===== src/rtl/alu32_arbiter.sv =====
// Two requesters share one 32-bit ALU through a round-robin (or fixed-priority) arbiter.
// Optional sticky overflow flag is enabled by defining ALU32_ARBITER_STICKY_EN.

module alu32 (
   input  logic [31:0] i_a,
   input  logic [31:0] i_b,
   input  logic [2:0]  i_op,
   output logic [31:0] o_result,
   output logic [3:0]  o_flags
);

   logic [32:0] w_sum;
   logic        w_c;
   logic        w_v;

   always_comb begin
      w_sum    = 33'd0;
      w_c      = 1'b0;
      w_v      = 1'b0;
      o_result = 32'd0;
      case (i_op)
         3'b000: o_result = ~i_a;
         3'b001: o_result = ~i_b;
         3'b010: o_result = i_a & i_b;
         3'b011: o_result = i_a | i_b;
         3'b100: o_result = i_a ^ i_b;
         3'b101: o_result = ~(i_a ^ i_b);
         3'b110: begin
            w_sum    = {1'b0, i_a} + {1'b0, i_b};
            o_result = w_sum[31:0];
            w_c      = w_sum[32];
            w_v      = (i_a[31] == i_b[31]) && (w_sum[31] != i_a[31]);
         end
         3'b111: begin
            // Subtract as A + ~B + 1 so carry means "no borrow"
            w_sum    = {1'b0, i_a} + {1'b0, ~i_b} + 33'd1;
            o_result = w_sum[31:0];
            w_c      = w_sum[32];
            w_v      = (i_a[31] != i_b[31]) && (w_sum[31] != i_a[31]);
         end
         default: o_result = 32'd0;
      endcase
   end

   assign o_flags = {w_c, o_result[31], (o_result == 32'd0), w_v};

endmodule

module alu32_arbiter #(
   parameter int RR_EN = 1
) (
   input  logic        clk,
   input  logic        reset,
`ifdef ALU32_ARBITER_STICKY_EN
   input  logic        sticky_clr,
   output logic        sticky_v,
`endif
   input  logic        req0_valid,
   output logic        req0_ready,
   input  logic [31:0] req0_a,
   input  logic [31:0] req0_b,
   input  logic [2:0]  req0_op,
   input  logic        req1_valid,
   output logic        req1_ready,
   input  logic [31:0] req1_a,
   input  logic [31:0] req1_b,
   input  logic [2:0]  req1_op,
   output logic        rsp_valid,
   input  logic        rsp_ready,
   output logic        rsp_id,
   output logic [31:0] rsp_result,
   output logic [3:0]  rsp_flags,
   output logic        busy
);

   typedef enum logic [1:0] {S_IDLE, S_EXEC, S_RESP} state_t;

   state_t      r_state;
   logic        r_last;
   logic [31:0] r_a_p0;
   logic [31:0] r_b_p0;
   logic [2:0]  r_op_p0;
   logic        r_id_p0;
   logic [31:0] r_result_p1;
   logic [3:0]  r_flags_p1;
   logic        r_id_p1;
   logic        r_vld_p1;

   logic        w_gnt0;
   logic        w_gnt1;
   logic [31:0] w_alu_result;
   logic [3:0]  w_alu_flags;

   // Grants exist only in IDLE and never during a reset cycle
   always_comb begin
      w_gnt0 = 1'b0;
      w_gnt1 = 1'b0;
      if ((r_state == S_IDLE) && !reset) begin
         if (req0_valid && req1_valid) begin
            if ((RR_EN != 0) && (r_last == 1'b0))
               w_gnt1 = 1'b1;
            else
               w_gnt0 = 1'b1;
         end else begin
            w_gnt0 = req0_valid;
            w_gnt1 = req1_valid;
         end
      end
   end

   assign req0_ready = w_gnt0;
   assign req1_ready = w_gnt1;

   alu32 u_alu (
      .i_a      (r_a_p0),
      .i_b      (r_b_p0),
      .i_op     (r_op_p0),
      .o_result (w_alu_result),
      .o_flags  (w_alu_flags)
   );

   always_ff @(posedge clk) begin
      if (reset) begin
         r_state     <= S_IDLE;
         r_last      <= 1'b1;
         r_a_p0      <= 32'd0;
         r_b_p0      <= 32'd0;
         r_op_p0     <= 3'd0;
         r_id_p0     <= 1'b0;
         r_result_p1 <= 32'd0;
         r_flags_p1  <= 4'd0;
         r_id_p1     <= 1'b0;
         r_vld_p1    <= 1'b0;
      end else begin
         case (r_state)
            // p0: capture the granted requester's operands
            S_IDLE: begin
               if (w_gnt0 || w_gnt1) begin
                  r_a_p0  <= w_gnt1 ? req1_a  : req0_a;
                  r_b_p0  <= w_gnt1 ? req1_b  : req0_b;
                  r_op_p0 <= w_gnt1 ? req1_op : req0_op;
                  r_id_p0 <= w_gnt1;
                  r_last  <= w_gnt1;
                  r_state <= S_EXEC;
               end
            end
            // p1: register ALU result and flags
            S_EXEC: begin
               r_result_p1 <= w_alu_result;
               r_flags_p1  <= w_alu_flags;
               r_id_p1     <= r_id_p0;
               r_vld_p1    <= 1'b1;
               r_state     <= S_RESP;
            end
            S_RESP: begin
               if (rsp_ready) begin
                  r_vld_p1 <= 1'b0;
                  r_state  <= S_IDLE;
               end
            end
            default: r_state <= S_IDLE;
         endcase
      end
   end

   assign rsp_valid  = r_vld_p1;
   assign rsp_id     = r_id_p1;
   assign rsp_result = r_result_p1;
   assign rsp_flags  = r_flags_p1;
   assign busy       = (r_state != S_IDLE);

`ifdef ALU32_ARBITER_STICKY_EN
   logic r_sticky;

   // Arithmetic overflow seen at the response handshake; set beats clear
   always_ff @(posedge clk) begin
      if (reset)
         r_sticky <= 1'b0;
      else if ((r_state == S_RESP) && rsp_ready && (r_op_p0[2:1] == 2'b11) && r_flags_p1[0])
         r_sticky <= 1'b1;
      else if (sticky_clr)
         r_sticky <= 1'b0;
   end

   assign sticky_v = r_sticky;
`endif

endmodule


===== config.mk =====
export PLATFORM = sky130hd
export DESIGN_NAME = alu32_arbiter
export DESIGN_NICKNAME = d
export VERILOG_FILES = /design/src/rtl/alu32_arbiter.sv
export SDC_FILE = /design/constraint.sdc
export NUM_CORES = 1
export LEC_CHECK = 0
export BUFFER_PORTS_ARGS = -buffer_cell sky130_fd_sc_hd__buf_2
export CORE_UTILIZATION = 48
export CTS_CLUSTER_DIAMETER = 50
export DETAILED_ROUTE_END_ITERATION = 16
export PLACE_DENSITY_LB_ADDON = 0.3
export SYNTH_ARGS = -nofsm -noshare
export SYNTH_HDL_FRONTEND = slang
export SYNTH_HIERARCHICAL = 1
export SYNTH_SLANG_ARGS = --single-unit

===== constraint.sdc =====
create_clock -name clk -period 3.5 [get_ports clk]
set_input_delay 0.35 -clock clk [delete_from_list [all_inputs] [get_ports clk]]
set_output_delay 0.35 -clock clk [all_outputs]
set_load 0.03 [all_outputs]

==> reports/summary.json <==
{
  "hold_path": {
    "worst_hold_check_path_type": "input port to flip-flop",
    "min_delay_path_depth": 3,
    "holdCritStartpoint": "req1_b[30]"
  },
  "timing": {
    "slew_viol_final": 0,
    "worst_hold_slack_ns": 0.239,
    "setup_violations": 1,
    "rsz0062_at_grt": "true",
    "final_min_period_over_clock_period": 1.12,
    "finClkSkew_ns": 0.0164,
    "fmax_ghz": 0.256,
    "tightest_slew_ns": 0.915,
    "finalWorstSetupSlack_ns": -0.412,
    "final_hold_viol_count": 0,
    "timing.max_slew.rel_slack": 0.390,
    "fin_tns_setup_ns": -0.412,
    "period_needed_ns": 3.91
  },
  "final_layout": {
    "seqCellArea_um2": 2190,
    "postLayoutCellArea_um2": 14800,
    "layout.nets": 2146,
    "multiInputGateArea_um2": 8010,
    "syn_to_final_growth_pct": 34.7,
    "fillCellCount": 1997,
    "post_route_cells_drive_above_1_share": 0.331,
    "antenna_cells_inserted": 0
  },
  "floorplanning": {
    "top_level_ports": 180,
    "core_rows": 54,
    "chipHeight_um": 153,
    "full_die_area_um2": 23500,
    "core_um2": 22100,
    "die_w_um": 153,
    "initial_utilization": 0.496
  },
  "setup_path": {
    "timing.rr.start": "r_a_p0[0]$_SDFFE_PP0P_",
    "worstPathArrival_ns": 4.22,
    "worst-endpoint-required_ns": 3.81,
    "cp-start-kind": "flip-flop",
    "regToRegSetupSlack_ns": -0.41,
    "critical_path.endpoint_type": "flip-flop",
    "reg2reg_to": "rsp_flags[1]$_SDFFE_PP0P_",
    "criticalPathCategory": "flip-flop to flip-flop",
    "critical_path.endpoint": "rsp_flags[1]$_SDFFE_PP0P_",
    "crit_path_start": "r_a_p0[0]$_SDFFE_PP0P_",
    "worst-path-max-fanout": 3,
    "rr_worst_depth": 18
  },
  "logic_synthesis": {
    "synthesis.nets": 1754,
    "ys_warn_count": 6,
    "share_of_the_synthesized_area_in_the_top_cell_type": 0.199,
    "synth.ff_latch_count": 109,
    "synth_area_per_cell_um2": 7.28,
    "synth_area_leader_cell": "dfxtp_1",
    "netlist_top_cells_count": "a21oi_1 (186), nand2_1 (157), o21ai_0 (114), inv_1 (110), dfxtp_1 (109)",
    "ys_seq_area_frac": 0.199,
    "synth.lib_cells_used.distinct": 80,
    "synthArstFlopShare": 0,
    "synthMostInstantiatedCell": "a21oi_1",
    "dominantRegCellSynth": "dfxtp_1",
    "synth-edff-count": 0,
    "synthCells": 1507,
    "post_synth_instance_area_um2": 11000,
    "synth.top_cells.by_area": "dfxtp_1 (20%), ha_1 (12%), a21oi_1 (8.5%), nand2_1 (5.4%), o21ai_0 (5.2%)"
  },
  "clocking": {
    "clock-root-buffer": "clkbuf_16",
    "cts-htree-levels": 3,
    "clkSinkCount": 109,
    "cts_buffer_depth": 2,
    "path_clk_slew_ns": 0.09,
    "cts_tree": "yes",
    "cts_buffers": 9,
    "worstSkewPairLatency_ns": 0.38
  },
  "grt": {
    "grt_first_pass_wirelength_mm": 67.6,
    "grt_pass1_vias": 12500,
    "sum_of_overflow_across_all_layers_after_global_routing": 0,
    "overall_global_routing_usage": 0.366,
    "antenna_found_initial": 0,
    "grt_start_max_net_pins": 64
  },
  "placed_design": {
    "cell_area_after_placement_um2": 14100,
    "worst_setup_slack_post_dpl_ns": -0.520,
    "port-buffer-count": 179,
    "gp_routability_congestion": 0.955,
    "hpwl_mm": 34.8
  },
  "route": {
    "drt.antenna.violating_nets": 0,
    "routed_wire_length_per_instance_um": 19.8,
    "wirelength_mm": 43.3,
    "drt_pre_antenna_iters": 5,
    "dr.first_iter.drc_count": 1169,
    "detail_route.vias_per_cell": 6.05,
    "drc": 0,
    "routed-via-count": 13200
  },
  "power_and_ir_drop": {
    "peakVddDrop_v": 0.000257,
    "finalPower_uw": 5890,
    "p_leak_uw": 0.00631,
    "p_per_area_nw_per_um2": 399
  },
  "run_status": {
    "status": "complete, but fails checks",
    "violations": "negative setup slack"
  },
  "run": {
    "maxCapViolations": 0
  }
}
-- cell type report --
cell class	count	share of cell area
Clock buffer	9	0.0153
Tap cell	280	0.0237
Timing Repair Buffer	512	0.235
Inverter	113	0.0287
Multi-Input combinational cell	1154	0.542
Clock inverter	7	0.00585
Sequential cell	109	0.149
-- through the flow --
step,instances,utilization
floorplan,1507,-
detailed placement,2157,0.639
global route,2184,0.668
finish,2184,0.668
global placement,2157,0.639
CTS,2179,0.659
-- kinds of logic after synthesis --
family	Yosys count	synth area share
xor+xnor	28	0.0224
fa+ha+maj	108	0.125
simple gates	418	0.178
buf+inv	244	0.0942
flops	109	0.199
mux	22	0.0362
compound gates	578	0.346
-- what timing repair did --
item,in CTS,in global routing
pin swaps,12,12
hold buffers,0,0
gates resized for setup,16,44
endpoints found under the setup margin,7,14
setup buffers,6,5
-- state kept, by name, summed over array words and instances, names as in the netlist --
register and cells:
r_a_p0 32, r_b_p0 32, rsp_result 32, rsp_flags 4, r_op_p0 3, r_state 2
r_id_p0 1, r_last 1, rsp_id 1, rsp_valid 1
-- how the worst min path moves through the flow --
| stage | end |
|---|---|
| 6_report | r_b_p0[30]$_SDFFE_PP0P_ |
| 3_5_place_dp | rsp_result[23]$_SDFFE_PP0P_ |
| 2_1_floorplan | rsp_id$_SDFFE_PP0P_ |
| 3_3_place_gp | rsp_result[13]$_SDFFE_PP0P_ |
| 4_1_cts | r_op_p0[0]$_SDFFE_PP0P_ |
| 5_1_grt | r_a_p0[14]$_SDFFE_PP0P_ |
-- where the power goes --
group,leakage [µW],internal [µW],switching [µW],total (µW)
clock network,0.000151,518,603,1120
logic,0.00526,1450,1850,3300
registers,0.000900,1370,96.3,1460
total,0.00631,3330,2550,5890
-- critical path, cell delays in order, from the launching register on --
cell,delay [ns]
dfxtp_2,0.33
buf_4,0.13
ha_2,0.17
inv_1,0.10
fa_2,0.22
nor2b_2,0.05
o211ai_1,0.39
a21oi_2,0.13
a31oi_2,0.34
o21ai_2,0.14
buf_4,0.16
a221o_1,0.35
nand2_1,0.06
o21ai_0,0.08
or3_4,0.40
or3_1,0.37
nor4_2,0.21
nand2_1,0.08
a21oi_1,0.13
-- layer usage --
metal | vias to the layer above | share of wire | global-route usage
li1 | 6283 | - | -
met1 | 6242 | 0.45 | 0.503
met2 | 604 | 0.45 | 0.584
met3 | 82 | 0.081 | 0.0564
met4 | 0 | 0.027 | 0.116
met5 | - | 0 | 0
-- cell usage in the layout, fill, tap and decap left out, types with 7 or more instances in the layout --
| master | n |
|---|---|
| a211oi_1 | 22 |
| a21o_1 | 13 |
| a21oi_1 | 180 |
| a221oi_1 | 8 |
| a311oi_1 | 58 |
| a311oi_2 | 10 |
| a31oi_1 | 8 |
| and3_1 | 7 |
| buf_2 | 178 |
| buf_4 | 327 |
| clkbuf_16 | 9 |
| dfxtp_1 | 100 |
| dfxtp_2 | 9 |
| ha_1 | 103 |
| inv_1 | 108 |
| mux2i_1 | 7 |
| mux4_2 | 14 |
| nand2_1 | 155 |
| nand2b_1 | 15 |
| nand3_1 | 78 |
| nand4_1 | 7 |
| nor2_1 | 79 |
| nor2b_1 | 11 |
| nor3_1 | 20 |
| o211ai_1 | 26 |
| o21ai_0 | 110 |
| o21ai_1 | 22 |
| o21bai_1 | 11 |
| o221ai_1 | 9 |
| o31ai_1 | 8 |
| xnor2_1 | 23 |
(Power assumes the default switching activity.)
